==> config.mk <==
export PLATFORM = sky130hd
export DESIGN_NAME = if_prefetch_unit
export DESIGN_NICKNAME = d
export VERILOG_FILES = /design/src/rtl/if_prefetch_unit.sv
export SDC_FILE = /design/constraint.sdc
export NUM_CORES = 1
export LEC_CHECK = 0
export BUFFER_PORTS_ARGS = -buffer_cell sky130_fd_sc_hd__buf_2
export CAP_MARGIN = 40
export CORE_UTILIZATION = 41
export DETAILED_ROUTE_END_ITERATION = 12
export SYNTH_ARGS = -nofsm -noshare
export SYNTH_HDL_FRONTEND = slang
export SYNTH_SLANG_ARGS = --single-unit
==> constraint.sdc <==
create_clock -name clk -period 8.3 [get_ports clk]
set_clock_uncertainty 0.05 [all_clocks]
set_input_delay 2.49 -clock clk [delete_from_list [all_inputs] [get_ports clk]]
set_output_delay 2.49 -clock clk [all_outputs]
set_load 0.1 [all_outputs]
==> src/rtl/if_prefetch_unit.sv <==
// Instruction-fetch front end: one outstanding cache read feeding
// a FIFO_DEPTH-entry {pc, instr} prefetch queue toward ID.
module if_prefetch_unit #(
  parameter int unsigned FIFO_DEPTH = 4,
  parameter logic [31:0] RESET_PC   = 32'h00000060,
  parameter logic [31:0] NOP_INSTR  = 32'h00000013
) (
  input  logic                        clk,
  input  logic                        rst,
  input  logic                        redirect_valid,
  input  logic [31:0]                 redirect_pc,
  input  logic                        id_ready,
  output logic                        if_valid,
  output logic [31:0]                 if_pc,
  output logic [31:0]                 if_instr,
  output logic                        inst_read,
  output logic [31:0]                 inst_addr,
  input  logic                        inst_resp,
  input  logic [31:0]                 inst_rdata,
  output logic [$clog2(FIFO_DEPTH):0] fifo_count
);

  localparam int unsigned PW = $clog2(FIFO_DEPTH);
  localparam int unsigned CW = PW + 1;
  localparam logic [CW-1:0] FULL = CW'(FIFO_DEPTH);

  typedef enum logic [1:0] {
    IDLE,
    REQ,
    DISCARD
  } state_t;

  state_t        state;
  state_t        state_nxt;
  logic [31:0]   fetch_pc;
  logic [31:0]   fetch_pc_nxt;
  logic [31:0]   addr_nxt;
  logic [31:0]   redir_pc;
  logic [31:0]   next_addr;
  logic [31:0]   pc_q    [FIFO_DEPTH];
  logic [31:0]   instr_q [FIFO_DEPTH];
  logic [PW-1:0] rd_ptr;
  logic [PW-1:0] wr_ptr;
  logic [CW-1:0] count;
  logic [CW-1:0] count_nxt;
  logic [CW-1:0] count_after;
  logic          push;
  logic          pop;
  logic          flush;

  assign redir_pc    = redirect_pc & ~32'h3;
  assign next_addr   = inst_addr + 32'd4;
  assign flush       = redirect_valid;
  assign if_valid    = (count != '0);
  assign pop         = if_valid && id_ready && !flush;
  assign count_after = count + CW'(1) - CW'(pop);
  assign inst_read   = (state == REQ) || (state == DISCARD);
  assign fifo_count  = count;
  assign if_pc       = if_valid ? pc_q[rd_ptr] : '0;
  assign if_instr    = if_valid ? instr_q[rd_ptr] : NOP_INSTR;

  always_comb begin
    state_nxt    = state;
    fetch_pc_nxt = fetch_pc;
    addr_nxt     = inst_addr;
    push         = 1'b0;
    unique case (state)
      IDLE: begin
        if (flush) begin
          fetch_pc_nxt = redir_pc;
        end else if (count < FULL) begin
          state_nxt = REQ;
          addr_nxt  = fetch_pc;
        end
      end
      REQ: begin
        if (flush) begin
          fetch_pc_nxt = redir_pc;
          state_nxt    = inst_resp ? IDLE : DISCARD;
        end else if (inst_resp) begin
          push         = 1'b1;
          fetch_pc_nxt = next_addr;
          // slot was reserved at issue; keep streaming only if one is left
          if (count_after < FULL) begin
            addr_nxt = next_addr;
          end else begin
            state_nxt = IDLE;
          end
        end
      end
      DISCARD: begin
        if (flush) begin
          fetch_pc_nxt = redir_pc;
        end
        if (inst_resp) begin
          state_nxt = IDLE;
        end
      end
      default: state_nxt = IDLE;
    endcase
  end

  always_comb begin
    count_nxt = count + CW'(push) - CW'(pop);
    if (flush) begin
      count_nxt = '0;
    end
  end

  always_ff @(posedge clk) begin
    if (rst) begin
      state     <= IDLE;
      fetch_pc  <= RESET_PC;
      inst_addr <= '0;
      rd_ptr    <= '0;
      wr_ptr    <= '0;
      count     <= '0;
    end else begin
      state     <= state_nxt;
      fetch_pc  <= fetch_pc_nxt;
      inst_addr <= addr_nxt;
      count     <= count_nxt;
      if (flush) begin
        rd_ptr <= '0;
        wr_ptr <= '0;
      end else begin
        if (push) begin
          wr_ptr <= wr_ptr + PW'(1);
        end
        if (pop) begin
          rd_ptr <= rd_ptr + PW'(1);
        end
      end
    end
  end

  always_ff @(posedge clk) begin
    if (push) begin
      pc_q[wr_ptr]    <= inst_addr;
      instr_q[wr_ptr] <= inst_rdata;
    end
  end

endmodule

==> flow_summary.toml, run 1 <==
[detailed_routing]
vias = 8580
ant_nets = 0
drt_iter0_markers = 604
drc = 0
drt-pass1-iter-count = 5
wirelength_um = 32600
wl_per_cell_um = 20.7
vias_per_cell = 5.44

[min_path]
min_delay_worst_endpoint = "fetch_pc[17]"
min_from = "fetch_pc[17]"
hp-class = "reg2reg"
hold_depth = 2

[timing]
finalSetupTns_ps = 0
rsz0062_at_grt = "false"
period_share_pct = 68.3
slew_headroom_pct = 42.5
setup_violations = 0
whs_ps = 397
worst_slew_pin_slew_ps = 854
hold_viol = 0
finalMaxSlewViolations = 0
fmax_mhz = 176
min_period_ps = 5670

[placed_design]
hpwl_um = 19800
io_buffers = 167
dpl-instance-area_mm2 = 0.0152
place.gp.congestion = 0.801

[global_routing]
grt_pass1_wl_um = 49200
antenna_found_initial = 0
grt_max_degree = 65
grt_pass1_vias = 8318
grtUsageTotal_pct = 19.0
grt-ovfl-total = 0

[synthesis]
syn_inst = 947
syn_nets = 1027
yosysWarnings = 0
syn_avg_cell_area_um2 = 14.6
yosysUniqueCellTypes = 69
synth_edf_count = 256
ys_seq_elements = 331
ys_seq_area_share_pct = 66.3
synthArstFlopShare_pct = 0
syn_area_mm2 = 0.0139
synthFlopType = "edfxtp_1"

[worst_setup_path]
path_class = "reg2out"
rrSetupSlack_ps = 5000
end_kind = "primary output"
cp_max_fo = 35
crit_required_ps = 5760
worstSetupStartpointType = "flop"
crit_arrival_ps = 3130
r2r.worst_path.cells = 9
crit-reg2reg-launch = "state[1]"
r2r_end = "inst_addr[31]"

[floorplanning]
fp.coreArea_mm2 = 0.0329
die_area_mm2 = 0.0345
num_io_pins = 170
start_util_pct = 42.2
die_y_um = 186
fp.dieW_um = 186
num_rows = 66

[clocking]
clkTransAtPathRegs_ps = 60
max-clock-path-buffers = 3
cts_hold_buf = 0
worstSkewPairLatency_ps = 520
cts_tree = "built"
htree_num_levels = 2
post-cts-setup-buffers = 0
numCtsBuffers = 37
cts_resized = 0
root_buffer = "clkbuf_16"
cts_sinks = 331

[power]
p_sw_share_pct = 25.3
ir_worst_vdd_uv = 151
leakage_uw = 0.00582
switchingPower_uw = 982
p_seq_share_pct = 48.3
p_per_area_mw_per_mm2 = 237
pwr-share-comb_pct = 10.2
clkPwrFrac_pct = 41.5
cellInternalPower_uw = 2910

[status]
status = "completed"

[cells_and_area]
fill_cells = 2870
area_growth_pct = 18.6
nNetsFinal = 1193
drive_gt1_share_pct = 29.6
num_antenna_cells = 0
stdcell_area_mm2 = 0.0164

[job]
cap_violations = 0
==> stage by stage <==
stage	utilization (%)	instances	total power (µW)	setup slack, ps
after CTS	50.0	1577	3930	2500
final	50.0	1577	3890	2630
after global placement	46.1	1512	2300	3040
after detailed placement	46.4	1516	2310	3040
after global routing	50.0	1577	4020	2380
after floorplan	-	947	2190	2390
==> layout make-up <==
| cell class | count | area (µm²) | share of cell area, % |
|---|---|---|---|
| clock buffers | 41 | 983 | 5.98 |
| clock inverters | 20 | 211 | 1.29 |
| inverters | 15 | 56.3 | 0.343 |
| multi-input cells | 542 | 4400 | 26.8 |
| flip-flops and latches | 331 | 9200 | 55.9 |
| well taps | 442 | 553 | 3.36 |
| repair buffers | 186 | 1030 | 6.29 |
==> worst max-delay path by stage <==
stage	from	end	slack (ps)	cells after the start
finish	flop	if_pc[9]	2630	4
global route	flop	if_pc[12]	2380	4
CTS	flop	if_pc[3]	2500	4
detailed placement	flop	if_pc[3]	3040	4
global placement	flop	if_pc[9]	3040	4
floorplan	fifo_count[2]	if_instr[22]	2390	5
==> layout by cell type (no fill, tap or decap), types with 4 or more instances in the layout <==
cell type	instances
clkinv_2	4
nor4_1	5
a22o_1	4
buf_2	167
or2_2	8
o32ai_1	4
o31ai_1	7
and2_1	65
nor2_2	4
o21ai_0	46
and3_4	4
nand2b_1	5
bufinv_16	4
clkbuf_16	39
and3_1	4
nand3_1	17
nor3_1	13
dfxtp_1	73
ha_1	10
inv_1	13
mux4_2	64
buf_4	15
nor2b_1	7
nand2_1	59
edfxtp_1	256
nor2_1	45
xor2_1	19
a211oi_1	6
xnor2_1	13
a21oi_1	47
mux2i_1	4
a31oi_1	5
nand4_1	10
a32oi_1	11
clkinv_1	7
==> critical path: stages, from the launching register on <==
cell	delay, ps
dfxtp_4	780
buf_4	720
mux4_2	610
and2_1	170
buf_2	280
==> kinds of logic (layout without fill, tap and decap cells) <==
family          Yosys count  count (layout)  share of synthesized area (%)
mux                      68              68                           10.7
buf+inv                  74             262                           2.17
compound gates          159             159                           7.27
flops                   331             331                           66.3
simple gates            272             272                           10.5
xor+xnor                 32              32                           2.02
fa+ha+maj                11              11                           1.05
==> power by group through the flow <==
stage	clock network [µW]	logic [µW]	registers [µW]
after floorplan	0	218	1970
after global placement	0	387	1910
after detailed placement	0	396	1910
after CTS	1650	398	1880
after global routing	1720	424	1880
final	1610	397	1880
==> state kept, by name (all words and copies together) (netlist names), named ones only <==
register and cells:
fetch_pc 32, fifo_count 3, inst_addr 32, instr_q 128, pc_q 128, rd_ptr 2
state 2, wr_ptr 2
==> cell usage after synthesis, types with 11 or more instances <==
| library cell | count | area share (%) |
|---|---|---|
| edfxtp_1 | 256 | 55 |
| dfxtp_1 | 75 | 11 |
| and2_1 | 65 | 2.9 |
| mux4_2 | 64 | 10 |
| nand2_1 | 59 | 1.6 |
| nor2_1 | 48 | 1.3 |
| a21oi_1 | 47 | 1.7 |
| o21ai_0 | 46 | 1.7 |
| clkbuf_1 | 45 | 1.2 |
| xor2_1 | 19 | 1.2 |
| nand3_1 | 17 | 0.61 |
| nor3_1 | 14 | 0.51 |
| inv_1 | 13 | 0.35 |
| xnor2_1 | 13 | 0.82 |
| a32oi_1 | 11 | 0.70 |
==> per-layer routing <==
metal,routed length [µm],GRT usage (%),up-vias,share of wire [%]
li1,-,-,3956,-
met1,14700,26.1,4267,45
met2,15100,30.5,299,46
met3,2050,3.70,58,6.3
met4,791,5.74,0,2.4
met5,0,0,-,0
(Power assumes the default switching activity.)
==> inputs of run 2 (changes only) <==
--- a/config.mk
+++ b/config.mk
@@ -5,6 +5,7 @@
 export SDC_FILE = /design/constraint.sdc
 export NUM_CORES = 1
 export LEC_CHECK = 0
+export ABC_AREA = 1
 export BUFFER_PORTS_ARGS = -buffer_cell sky130_fd_sc_hd__buf_2
 export CAP_MARGIN = 40
 export CORE_UTILIZATION = 41
==> constraint.sdc (replaced) <==
create_clock -name clk -period 5.7 [get_ports clk]
set_clock_uncertainty 0.05 [all_clocks]
set_input_delay 1.71 -clock clk [delete_from_list [all_inputs] [get_ports clk]]
set_output_delay 1.71 -clock clk [all_outputs]
set_load 0.1 [all_outputs]
==> flow_summary.toml, run 2 <==
[synthesis]
synthArstFlopShare_pct = 0
yosysUniqueCellTypes = 37
syn_inst = 1465
syn_avg_cell_area_um2 = 9.70
ys_seq_elements = 331
synth_edf_count = 256
syn_nets = 1545
ys_seq_area_share_pct = 64.6
synthTopCellsByCount = "nor2_1, edfxtp_1, nand2_1, o21ai_0, a21oi_1"
synth.area.top_cells = "edfxtp_1, dfxtp_1, nor2_1"
syn_area_mm2 = 0.0142
synth.most_common_cell = "nor2_1"
synthFlopType = "edfxtp_1"
yosysTopAreaCell = "edfxtp_1"
synth.top_cell.area_share_pct = 54.1
yosysWarnings = 0

[timing]
worst_slew_pin_slew_ps = 875
hold_viol = 0
fmax_mhz = 229
period_share_pct = 76.6
finalMaxSlewViolations = 0
slew_headroom_pct = 41.7
finalSetupTns_ps = 0
min_period_ps = 4360
rsz0062_at_grt = "false"
setup_violations = 0

[clocking]
root_buffer = "clkbuf_16"
post-cts-setup-buffers = 0
cts_hold_buf = 0
cts_resized = 0
clkTransAtPathRegs_ps = 60
cts_tree = "built"
htree_num_levels = 2
cts_sinks = 331
max-clock-path-buffers = 3
numCtsBuffers = 36
worstSkewPairLatency_ps = 510

[floorplanning]
fp.dieW_um = 188
fp.coreArea_mm2 = 0.0338
die_y_um = 188
num_rows = 67
start_util_pct = 42.1
num_io_pins = 170
die_area_mm2 = 0.0354

[placed_design]
dpl-instance-area_mm2 = 0.0157
dp_cells = 2027
hpwl_um = 22000
io_buffers = 167
place.gp.congestion = 0.867

[global_routing]
grtUsageTotal_pct = 20.1
grt_pass1_vias = 10100
grt_pass1_wl_um = 55700
grt_max_degree = 65
antenna_found_initial = 0
grt-ovfl-total = 0

[cells_and_area]
largest_registers = "instr_q x128, pc_q x128"
area_growth_pct = 18.3
drive_gt1_share_pct = 16.1
postLayoutCoreUtil_pct = 49.8
nNetsFinal = 1697
final_cell_mix = "nor2_1, edfxtp_1, nand2_1"
final_common_cell = "nor2_1"
fill_cells = 3110
fin_cells = 2092
stdcell_area_mm2 = 0.0168

[detailed_routing]
wirelength_um = 35900
vias_per_cell = 5.12
ant_nets = 0
drc = 0
drt_iter0_markers = 630
wl_per_cell_um = 17.2
drt-pass1-iter-count = 9
vias = 10700

[status]
status = "completed"

[worst_setup_path]
worstSetupStartpointType = "flop"
critPathTopFamily = "buffers and inverters"
crit_arrival_ps = 2600
crit_buf_inv = 3
crit_chain = "buf_4 -> buf_12 -> nor2_1 -> nor2_1 -> o21ai_0 -> a21oi_1 -> buf_2"
path_common_cell = "nor2_1"
crit_path_max_incr_delay_ps = 490
path_class = "reg2out"
cp_max_fo = 52
crit_required_ps = 3940
end_kind = "primary output"
critPathSlowestCell = "buf_2"

[job]
cap_violations = 0

[power]
leakage_uw = 0.00646
p_per_area_mw_per_mm2 = 435
ir_worst_vdd_uv = 378
p_total_uw = 7330

[min_path]
hp-class = "reg2reg"
-- run 2: cell types whose count changed in the layout (fill, tap and decap cells not counted), moves of 11 or more --
cell and change:
a21oi_1 +87, nand2_1 +163, nor2_1 +315, xor2_1 -13, nand3_1 +27, inv_1 +44
nor3_1 -13, mux4_2 -64, a32oi_1 -11, and2_1 -65, o21ai_0 +135
-- run 2: cells by family after synthesis --
family | share of synthesized area [%]
buf+inv | 3.93
fa+ha+maj | 1.02
mux | 0.0704
xor+xnor | 0.554
compound gates | 11.8
simple gates | 18.0
flops | 64.6
-- run 2: layout make-up --
| type | instances | area [µm²] | share of cell area (%) |
|---|---|---|---|
| diodes | 1 | 2.50 | 0.0149 |
| well taps | 448 | 561 | 3.33 |
| inverters | 64 | 244 | 1.45 |
| multi-input cells | 994 | 4500 | 26.7 |
| clock inverters | 17 | 173 | 1.03 |
| clock buffers | 47 | 995 | 5.91 |
| repair buffers | 190 | 1160 | 6.87 |
| flip-flops and latches | 331 | 9190 | 54.6 |
-- run 2: stage by stage --
step,hold WS [ps],setup WS (ps)
after floorplan,386,402
after global placement,392,1630
after detailed placement,406,1570
after CTS,415,1250
after global routing,432,1190
final,411,1340
-- run 2: per-layer routing --
metal | global-route usage, % | routed length (µm) | vias up
met5 | 0 | 0 | -
met4 | 4.85 | 589 | 0
met3 | 2.81 | 2000 | 45
met2 | 33.6 | 17100 | 297
met1 | 27.8 | 16200 | 5071
li1 | - | - | 5289
-- run 2: worst paths after layout --
path	start	endpoint	slack [ps]	depth (start not counted)
hold reg to reg	rd_ptr[1]	flop	410	2
hold / removal	rd_ptr[1]	flop	410	2
setup reg to reg	state[1]	fifo_count[2]	2540	14
setup / recovery	flop	if_pc[13]	1340	7
-- run 2: worst min-delay path, cell delays in order (launching register included) --
cell and delay, ps:
dfxtp_1 290, inv_1 60, a21oi_1 70
-- run 2: power breakdown --
part / switching (µW) / leakage (µW) / internal (µW)
sequential: 295 / 0.00295 / 2890
clock: 921 / 0.000570 / 1370
combinational: 1460 / 0.00294 / 388
total: 2670 / 0.00646 / 4650
==> inputs of run 3 (changes only) <==
==> constraint.sdc (replaced) <==
create_clock -name clk -period 4.4 [get_ports clk]
set_clock_uncertainty 0.05 [all_clocks]
set_input_delay 1.32 -clock clk [delete_from_list [all_inputs] [get_ports clk]]
set_output_delay 1.32 -clock clk [all_outputs]
set_load 0.1 [all_outputs]
==> flow_summary.toml, run 3 (synthesis results as in run 2) <==
[status]
status = "completed"

[cells_and_area]
final_common_cell = "nor2_1"
drive_gt1_share_pct = 18.2
stdcell_area_mm2 = 0.0171
num_antenna_cells = 0
nNetsFinal = 1704
final_cell_mix = "nor2_1, edfxtp_1, nand2_1"
fill_cells = 3094
area_growth_pct = 20.0
largest_registers = "instr_q x128, pc_q x128"

[power]
switchingPower_uw = 3470
pwr-share-comb_pct = 25.4
cellInternalPower_uw = 6070
p_seq_share_pct = 43.2
p_per_area_mw_per_mm2 = 559
leakage_uw = 0.00648
p_sw_share_pct = 36.4
ir_worst_vdd_uv = 355
clkPwrFrac_pct = 31.4
p_total_uw = 9540

[placed_design]
hpwl_um = 21700
dpl-instance-area_mm2 = 0.0159
io_buffers = 167
place_ws_ps = 893
place.gp.congestion = 0.835

[detailed_routing]
drt-pass1-iter-count = 5
wl_per_cell_um = 17.1
ant_nets = 0
vias = 10700
drt_iter0_markers = 598
wirelength_um = 36000
drc = 0
vias_per_cell = 5.09

[worst_setup_path]
r2r.worst_path.cells = 15
crit_required_ps = 3030
cp_max_fo = 30
crit_arrival_ps = 2570
worstSetupStartpointType = "flop"
path_class = "reg2out"
end_kind = "primary output"

[clocking]
cts_tree = "built"
cts_resized = 0
cts_sinks = 331
clkTransAtPathRegs_ps = 50
cts_hold_buf = 0
post-cts-setup-buffers = 0
root_buffer = "clkbuf_16"
max-clock-path-buffers = 3
htree_num_levels = 2
worstSkewPairLatency_ps = 510
numCtsBuffers = 38

[timing]
min_period_ps = 3940
slew_headroom_pct = 53.4
finalMaxSlewViolations = 0
setup_violations = 0
hold_viol = 0
rsz0062_at_grt = "false"
fin_ws_ps = 465
worst_slew_pin_slew_ps = 698
period_share_pct = 89.4
whs_ps = 415
fmax_mhz = 254

[floorplanning]
fp.dieW_um = 188
die_y_um = 188
fp.coreArea_mm2 = 0.0338
num_io_pins = 170
die_area_mm2 = 0.0354
start_util_pct = 42.1
num_rows = 67

[min_path]
hp-class = "reg2reg"
hold_depth = 2

[global_routing]
grtUsageTotal_pct = 20.4
grt_pass1_wl_um = 56800
antenna_found_initial = 0
grt-ovfl-total = 0
grt_max_degree = 75
grt_pass1_vias = 10300

[job]
cap_violations = 0
[run 3: layout make-up]
| cell class | count | area (µm²) | share of cell area [%] |
|---|---|---|---|
| clock buffer | 53 | 1070 | 6.27 |
| clock inverter | 15 | 123 | 0.719 |
| inverter | 64 | 245 | 1.44 |
| multi-input combinational | 994 | 4630 | 27.2 |
| sequential | 331 | 9190 | 53.9 |
| tap | 448 | 561 | 3.29 |
| timing repair buffer | 195 | 1230 | 7.20 |
[run 3: path summary, 6_finish.rpt]
kind                        end  slack (ps)     startpoint
hold / removal      fetch_pc[1]         410    fetch_pc[1]
setup reg to reg  fifo_count[2]        1480       state[1]
hold reg to reg     fetch_pc[1]         410    fetch_pc[1]
setup / recovery       if_pc[7]         460  fifo_count[2]
[run 3: worst max-delay path, cell delays in order, from the launching register on]
cell and delay [ps]:
dfxtp_1 420, inv_1 160, nand2_4 170, clkinv_2 160, buf_4 320, a21oi_1 320, buf_2 490
[run 3: per-stage QoR]
stage	cells	setup TNS (ps)	utilization, %
after global placement	2029	0	46.8
after global routing	2100	0	50.5
after CTS	2100	0	50.5
final	2100	0	50.5
after floorplan	1465	-142360	-
after detailed placement	2032	0	47.0
[run 3: power by group through the flow]
stage	registers (µW)	logic (µW)	clock network [µW]
final	4120	2420	3000
after detailed placement	4180	2430	0
after global routing	4160	2630	3180
after global placement	4170	2400	0
after floorplan	4810	1190	0
after CTS	4120	2430	3070
[run 3: layer usage]
metal | track usage (%) | vias to the layer above | routed length [µm]
met5 | 0 | - | 0
met3 | 2.92 | 58 | 1840
met2 | 34.3 | 292 | 17300
li1 | - | 5300 | -
met4 | 5.10 | 0 | 679
met1 | 27.7 | 5049 | 16200
